[config.mk]
export PLATFORM = sky130hd
export DESIGN_NAME = ras
export DESIGN_NICKNAME = d
export VERILOG_FILES = /design/src/rtl/ras.sv
export SDC_FILE = /design/constraint.sdc
export NUM_CORES = 1
export LEC_CHECK = 0
export BUFFER_PORTS_ARGS = -buffer_cell sky130_fd_sc_hd__buf_4
export CAP_MARGIN = 20
export CELL_PAD_IN_SITES_DETAIL_PLACEMENT = 0
export CELL_PAD_IN_SITES_GLOBAL_PLACEMENT = 1
export CORE_MARGIN = 2
export CORE_UTILIZATION = 55
export DETAILED_ROUTE_END_ITERATION = 8
export PLACE_DENSITY_LB_ADDON = 0.05
export SLEW_MARGIN = 20
export SYNTH_ARGS = -nofsm -noshare
export SYNTH_HDL_FRONTEND = slang
export SYNTH_SLANG_ARGS = --single-unit
[constraint.sdc]
create_clock -name CLK -period 9.08 [get_ports CLK]
set_clock_uncertainty 0.1 [all_clocks]
set_input_delay 1.816 -clock CLK [delete_from_list [all_inputs] [get_ports CLK]]
set_output_delay 1.816 -clock CLK [all_outputs]
set_load 0.02 [all_outputs]
[src/rtl/ras.sv]
// ras -- return address stack for the fetch predictors.
//
// A RAS_ENTRIES-deep circular stack of 38-bit return targets. The prediction
// stage pushes on link-type jumps, pops on returns, and replaces the top on a
// return-and-link. The top entry is presented combinationally as the predicted
// return target. The pointer and count are exported so the ROB side can
// checkpoint them and restore them on a mispredict.
//
// Configuration macro: LOROF_RAS_UNDERFLOW_PROTECT_EN
//   defined   : a pop with an empty stack leaves ptr/count unchanged and
//               raises ret_underflow for that cycle.
//   undefined : a pop with an empty stack still walks ptr backwards (count
//               stays 0), reusing stale entries; ret_underflow is tied 0.
//
// Ports:
//   CLK               in   core clock
//   nRST              in   asynchronous active-low reset
//   link_valid        in   push request this cycle
//   link_pc38         in   return address to push
//   ret_valid         in   pop request this cycle
//   ret_pc38          out  predicted return target (current top entry)
//   ret_ras_index     out  current top pointer, for checkpointing
//   ret_ras_count     out  current valid count 0..RAS_ENTRIES, for checkpointing
//   ret_underflow     out  pop requested on an empty stack (macro only)
//   update_valid      in   mispredict restore request
//   update_ras_index  in   pointer to restore
//   update_ras_count  in   count to restore

module ras #(
  parameter int RAS_ENTRIES     = 16,
  parameter int LOG_RAS_ENTRIES = $clog2(RAS_ENTRIES)
) (
  input  logic                       CLK,
  input  logic                       nRST,

  input  logic                       link_valid,
  input  logic [37:0]                link_pc38,

  input  logic                       ret_valid,
  output logic [37:0]                ret_pc38,
  output logic [LOG_RAS_ENTRIES-1:0] ret_ras_index,
  output logic [LOG_RAS_ENTRIES:0]   ret_ras_count,
  output logic                       ret_underflow,

  input  logic                       update_valid,
  input  logic [LOG_RAS_ENTRIES-1:0] update_ras_index,
  input  logic [LOG_RAS_ENTRIES:0]   update_ras_count
);

  localparam logic [37:0]                INIT_PC38  = 38'h0;
  localparam logic [LOG_RAS_ENTRIES-1:0] PTR_ONE    = LOG_RAS_ENTRIES'(1);
  localparam logic [LOG_RAS_ENTRIES:0]   CNT_ZERO   = '0;
  localparam logic [LOG_RAS_ENTRIES:0]   CNT_ONE    = (LOG_RAS_ENTRIES+1)'(1);
  localparam logic [LOG_RAS_ENTRIES:0]   CNT_FULL   = (LOG_RAS_ENTRIES+1)'(RAS_ENTRIES);

  // One action per cycle, chosen by priority: restore beats everything,
  // then the four combinations of link/ret.
  typedef enum logic [2:0] {
    ACT_IDLE,
    ACT_UPDATE,
    ACT_PUSH,
    ACT_POP,
    ACT_REPLACE
  } action_t;

  action_t                    action;

  logic [37:0]                entry [RAS_ENTRIES];
  logic [LOG_RAS_ENTRIES-1:0] ptr;
  logic [LOG_RAS_ENTRIES:0]   count;

  logic [LOG_RAS_ENTRIES-1:0] ptr_next;
  logic [LOG_RAS_ENTRIES:0]   count_next;
  logic                       write_en;
  logic [LOG_RAS_ENTRIES-1:0] write_idx;
  logic                       pop_empty;

  // Read side: purely a function of current state, never of this cycle's
  // requests, so a RET_L still predicts the old top.
  assign ret_pc38      = entry[ptr];
  assign ret_ras_index = ptr;
  assign ret_ras_count = count;

  assign pop_empty = (action == ACT_POP) && (count == CNT_ZERO);

`ifdef LOROF_RAS_UNDERFLOW_PROTECT_EN
  assign ret_underflow = pop_empty;
`else
  assign ret_underflow = 1'b0;
`endif

  always_comb begin
    action = ACT_IDLE;
    if (update_valid) begin
      action = ACT_UPDATE;
    end else if (link_valid && !ret_valid) begin
      action = ACT_PUSH;
    end else if (!link_valid && ret_valid) begin
      action = ACT_POP;
    end else if (link_valid && ret_valid) begin
      action = ACT_REPLACE;
    end
  end

  // Next pointer/count and the single entry write port.
  always_comb begin
    ptr_next   = ptr;
    count_next = count;
    write_en   = 1'b0;
    write_idx  = ptr;
    unique case (action)
      ACT_UPDATE: begin
        ptr_next   = update_ras_index;
        count_next = update_ras_count;
      end
      ACT_PUSH: begin
        // When full the new target lands on the oldest slot; count saturates.
        ptr_next   = ptr + PTR_ONE;
        write_en   = 1'b1;
        write_idx  = ptr + PTR_ONE;
        count_next = (count == CNT_FULL) ? count : count + CNT_ONE;
      end
      ACT_POP: begin
        if (!pop_empty) begin
          ptr_next   = ptr - PTR_ONE;
          count_next = count - CNT_ONE;
        end else begin
`ifdef LOROF_RAS_UNDERFLOW_PROTECT_EN
          ptr_next   = ptr;
`else
          ptr_next   = ptr - PTR_ONE;
`endif
          count_next = CNT_ZERO;
        end
      end
      ACT_REPLACE: begin
        write_en   = 1'b1;
        write_idx  = ptr;
        count_next = (count == CNT_ZERO) ? CNT_ONE : count;
      end
      default: begin
        ptr_next   = ptr;
        count_next = count;
      end
    endcase
  end

  always_ff @(posedge CLK or negedge nRST) begin
    if (!nRST) begin
      ptr   <= '0;
      count <= '0;
    end else begin
      ptr   <= ptr_next;
      count <= count_next;
    end
  end

  always_ff @(posedge CLK or negedge nRST) begin
    if (!nRST) begin
      for (int i = 0; i < RAS_ENTRIES; i++) begin
        entry[i] <= INIT_PC38;
      end
    end else if (write_en) begin
      entry[write_idx] <= link_pc38;
    end
  end

endmodule

Word-level counts from Yosys, hierarchy flattened
Cells that the tools add are included.
Widths: inputs -> output; s select.
{ "totals": {"inputBits": 52, "wordCells": 63, "out_inout_bits": 48, "reg_bits": 617} }
{ "classes": {"n_eq_ne": 7, "reduce_logical": 12, "n_bitwise": 2, "n_mux": 17, "order_cmp": 3, "n_addsub": 4} }
{ "ops": {"columns": ["operator", "count"], "rows": [
  ["$bwmux 608", 1],
  ["$bmux 38 s4", 1],
  ["$demux 38 s4", 1],
  ["$mux 38", 3],
  ["$pmux 5 s4", 1],
  ["$mux 5", 3],
  ["$mux 3", 4],
  ["$pmux 4 s3", 1],
  ["$ge 5x5->1 const B", 2],
  ["$not 4->5", 2],
  ["$eq 3x2->1 const B", 2],
  ["$add 5x1->5 const B", 1],
  ["$eq 5x5->1 const B", 1],
  ["$logic_and 1x1->1", 5],
  ["$logic_not 5->1", 1],
  ["$lt 5x1->1 const B", 1],
  ["$sub 5x1->5 const B", 1],
  ["$add 4x1->4 const B", 1],
  ["$mux 4", 1],
  ["$ne 2x2->1 const B", 2],
  ["$reduce_bool 4->1", 1],
  ["$sub 4x1->4 const B", 1],
  ["$eq 3x1->1 const B", 1],
  ["$eq 3x3->1 const B", 1],
  ["other kinds (5)", 6]
]} }

Longest topological paths before layout
{ "depth": {"word_depth": 13, "depth_mapped": 13, "ltp_nobuf": 9} }

Least setup slack after synthesis
OpenSTA, ideal clock, no wires.
{ "synth_path": {"kind": "input to register", "from": "input link_valid", "to": "register entry[283] (netlist name)", "arrival_time_ns": 4.598, "path_slack_ns": 4.257, "required_ns": 8.855, "cell_stages": 12, "cell_sequence": "inv_1 > ha_1 > or4_4 > buf_6 > inv_1 > ha_1 > nor3b_1 > nand3_1 > nor2_1 > buf_2 > buf_2 > mux2_2"} }
{ "synth_via": {"elab_chain_len": 13, "elab_cells_between_ends": 20, "cone_classes": "order compare (2); eq/ne (2); mux (9); bitwise (1); reduce/logical (6)"} }
{ "synth_lines": {"columns": ["element", "line", "source"], "rows": [
  ["from (decl)", "36", "input logic link_valid,"],
  ["$logic_and 1x1->1 / $logic_not 1->1 (equally long branches)", "100, 98", null],
  ["$mux 3 / $logic_and 1x1->1 (equally long branches)", "100, 98", null],
  ["$mux 3", "98", "end else if (!link_valid && ret_valid) begin"],
  ["$mux 3 (*)", "96", "end else if (link_valid && !ret_valid) begin"],
  ["$mux 3 (*)", "94", "if (update_valid) begin"],
  ["$eq 3x2->1", "111", "unique case (action)"],
  ["$mux 4", "111", null],
  ["$not 4->5 (implied by the code)", "164", "entry[write_idx] <= link_pc38;"],
  ["$ge 5x5->1 (implied by the code) / $lt 5x1->1 (equally long branches)", "164", null],
  ["$logic_and 1x1->1 (implied by the code)", "164", null],
  ["$mux 38 (implied by the code)", "164", null],
  ["$demux 38 s4", "164", null],
  ["$bwmux 608", "164", null],
  ["to (signal, indexed assignment)", "164", null],
  ["to (decl)", "68", "logic [37:0] entry [RAS_ENTRIES];"]
]} }
Mark *: on every way between the ends. The rest lies on a longest branch, timed or not.
A chain may end at the register's enable or synchronous reset.

Worst setup path in the final report
{ "layout_path": {"from": "input link_valid", "to": "register entry[390] (netlist name)"} }
Same word-level chain as after synthesis.

==> impl_metrics.ini <==
[global_routing]
antenna_found_initial = 3
grt_start_max_net_pins = 170
grt_pass1_vias = 16400
grt_overflow = 0
grt_usage_pct = 24.9
grt_first_pass_wirelength_um = 101000

[setup_path]
path_class = input pin to flip-flop
cp_slowest_stage_delay_ps = 1020
crit_path_cell_trace = buf_4 -> inv_1 -> ha_1 -> or4_4 -> mux2i_2 -> nand3_1 -> nor3_4 -> buf_4 -> mux2_2
cp_common_cell = buf_4
r2r_slack_ps = 3730
crit_fanout = 24
cp_slowest_cell = nor3_4
cp-start-kind = input pin
endpoint_kind = flip-flop
cp.arrival_ps = 6190
critPathRequiredTime_ps = 9460

[cells_and_area]
fill_cells = 3819
layout.nets = 1801
antenna_cells = 0
final_core_util_pct = 61.9
layout-drive-gt1-share_pct = 54.4
synthToLayoutAreaGrowth_pct = 11.2

[detailed_routing]
routed_wl_um = 63600
vias_per_cell = 6.11
drc = 0
drt-initial-drc-count = 896
dr.pass1.iters = 4
drtAntennaViolNets = 0
avgRoutedWirePerCell_um = 25.7
vias = 15100

[synthesis]
ys_types = 56
synthArstFlopShare_pct = 100
yosysTopAreaCellShare_pct = 54.0
synth-main-ff-cell = dfrtp_1
synth_cells = 1698
syn_area_mm2 = 0.0286
synth_seq_cells = 617
yosys-top-cells-area = dfrtp_1, mux2_2, mux4_2
synth_edf_count = 0
yosysWarnings = 0
ys_seq_area_share_pct = 54.0
yosysTopAreaCell = dfrtp_1
syn_nets = 1757
avgSynthCellArea_um2 = 16.8

[timing]
relSlewSlack_pct = 25.8
max_freq_mhz = 172
finalSetupViolCount = 0
hold_violations = 0
fin_crit_sh_pct = 64.0
tightest_slew_ps = 1110
fin_setup_tns_ps = 0
period_needed_ps = 5810
report.final.slew_viol_count = 0
rsz0062_at_grt = no

[floorplanning]
die_y_um = 232
ios = 100
dieArea_mm2 = 0.0538
die_w_um = 232
initial_core_util_pct = 55.7
row_count = 83
core_mm2 = 0.0513

[pwr]
powerDensity_mw_per_mm2 = 324
power.share.clock_pct = 25.4
p_switching_uw = 2820
power.leakage_uw = 0.0144
p_sw_share_pct = 27.4
p_seq_share_pct = 45.2
peakVddDrop_mv = 0.212
intPower_uw = 7480
combPwrFrac_pct = 29.4

[flow_run]
cap_violations = 0

[clock_network]
root_buffer = clkbuf_16
cts_max_level = 3
ctsResizeCount = 0
cts_sinks = 617
cts_tree = built
clk_pin_slew_ps = 60
cts_buffers = 67
clock_latency_ps = 600
clk_path_buf_depth = 3
cts_hold_buf = 0
cts_setup_buffers = 0

[run_status]
status = finished, final reports clean

[place]
gpl.final_weighted_congestion = 0.752
port_buffers = 98
dp_hpwl_um = 35800

[worst_hold_path]
hold_path.class = flip-flop to flip-flop
==> Yosys cell counts, types with 2 or more instances <==
cell type and number:
a21oi_1 6, a221oi_1 3, a22oi_1 2, and3_1 3, buf_1 14, buf_2 27
buf_4 21, buf_6 18, buf_8 2, clkbuf_1 71, dfrtp_1 617, ha_1 7
inv_1 10, mux2_1 80, mux2_2 449, mux2_4 80, mux4_2 190, nand2_1 13
nand2b_1 2, nand3_1 8, nor2_1 14, nor2b_1 2, nor3_1 4, nor3_2 4
nor3b_1 3, o21ai_0 8, o21ai_1 2, o21bai_1 2, o22ai_1 2, o311ai_0 2
or3_1 3, xnor2_1 4, xor2_1 2
==> power by group through the flow <==
stage / registers [µW] / clock network, µW / logic [µW]
after floorplan: 4440 / 0 / 2410
after global placement: 4630 / 0 / 2980
after detailed placement: 4690 / 0 / 3060
after CTS: 4650 / 2680 / 3070
after global routing: 4810 / 2790 / 3250
final: 4650 / 2610 / 3030
==> logic make-up (layout without fill, tap and decap cells) <==
logic type / count (synthesis) / in the layout / synth area share, %
other: 1 / 1 / 0.0131
DFF: 617 / 617 / 54.0
buffers and inverters: 163 / 257 / 3.09
and+or+nand+nor: 66 / 66 / 1.37
AOI/OAI and AO/OA: 38 / 38 / 0.915
muxes: 800 / 800 / 40.1
adders and majority gates: 7 / 7 / 0.307
xor gates and xnor gates: 6 / 6 / 0.184
==> final timing paths <==
kind                         endpoint  cells past startpoint              from
max                        entry[390]                      9        link_valid
max reg2reg                entry[390]                      7  ret_ras_index[1]
max in group asynchronous   entry[41]                      3              nRST
min reg2reg                 entry[23]                      1         entry[23]
min                         entry[23]                      1         entry[23]
min in group asynchronous  entry[376]                      1              nRST
==> final cells by class <==
| type | count | area [µm²] | area share (%) |
|---|---|---|---|
| Sequential cell | 617 | 15500 | 48.6 |
| Multi-Input combinational cell | 918 | 12300 | 38.8 |
| Clock buffer | 98 | 1930 | 6.09 |
| Timing Repair Buffer | 128 | 997 | 3.14 |
| Tap cell | 680 | 851 | 2.68 |
| Clock inverter | 21 | 164 | 0.516 |
| Inverter | 10 | 37.5 | 0.118 |
==> critical path, delay by kind of cell <==
family,cells,cell delay (ps)
fa+ha+maj,1,420
buf+inv,3,730
mux,2,970
simple gates,3,2170
==> routing by layer <==
| metal | up-vias | wire [µm] | GRT usage, % |
|---|---|---|---|
| li1 | 6467 | - | - |
| met1 | 8294 | 29200 | 36.2 |
| met2 | 257 | 30000 | 38.8 |
| met3 | 89 | 3280 | 5.46 |
| met4 | 6 | 1170 | 5.95 |
| met5 | - | 34 | 0 |
==> through the flow <==
step / area [µm²] / total power (µW) / setup WS [ps] / std cells / hold slack (ps)
after floorplan: 28600 / 6840 / 4260 / 1698 / 352
after global placement: 29700 / 7610 / 2830 / 2352 / 362
after detailed placement: 29700 / 7750 / 2680 / 2352 / 371
after CTS: 31800 / 10400 / 3080 / 2471 / 383
after global routing: 31800 / 10900 / 3070 / 2472 / 392
final: 31800 / 10300 / 3270 / 2472 / 380
==> state kept, by name, indices dropped and copies added (netlist names) <==
signal / cells
entry: 608
ret_ras_count: 5
ret_ras_index: 4
==> layout by cell type, fill, tap and decap left out, drive strengths merged, types with 6 or more instances in the layout <==
cell type | synthesis | routed
a21oi | 6 | 6
buf | 82 | 127
clkbuf | 71 | 99
clkinv | 0 | 14
dfrtp | 617 | 617
ha | 7 | 7
inv | 10 | 16
mux2 | 609 | 609
mux4 | 190 | 190
nand2 | 13 | 13
nand3 | 8 | 8
nor2 | 14 | 14
nor3 | 8 | 8
o21ai | 10 | 10
(Power assumes the default switching activity.)
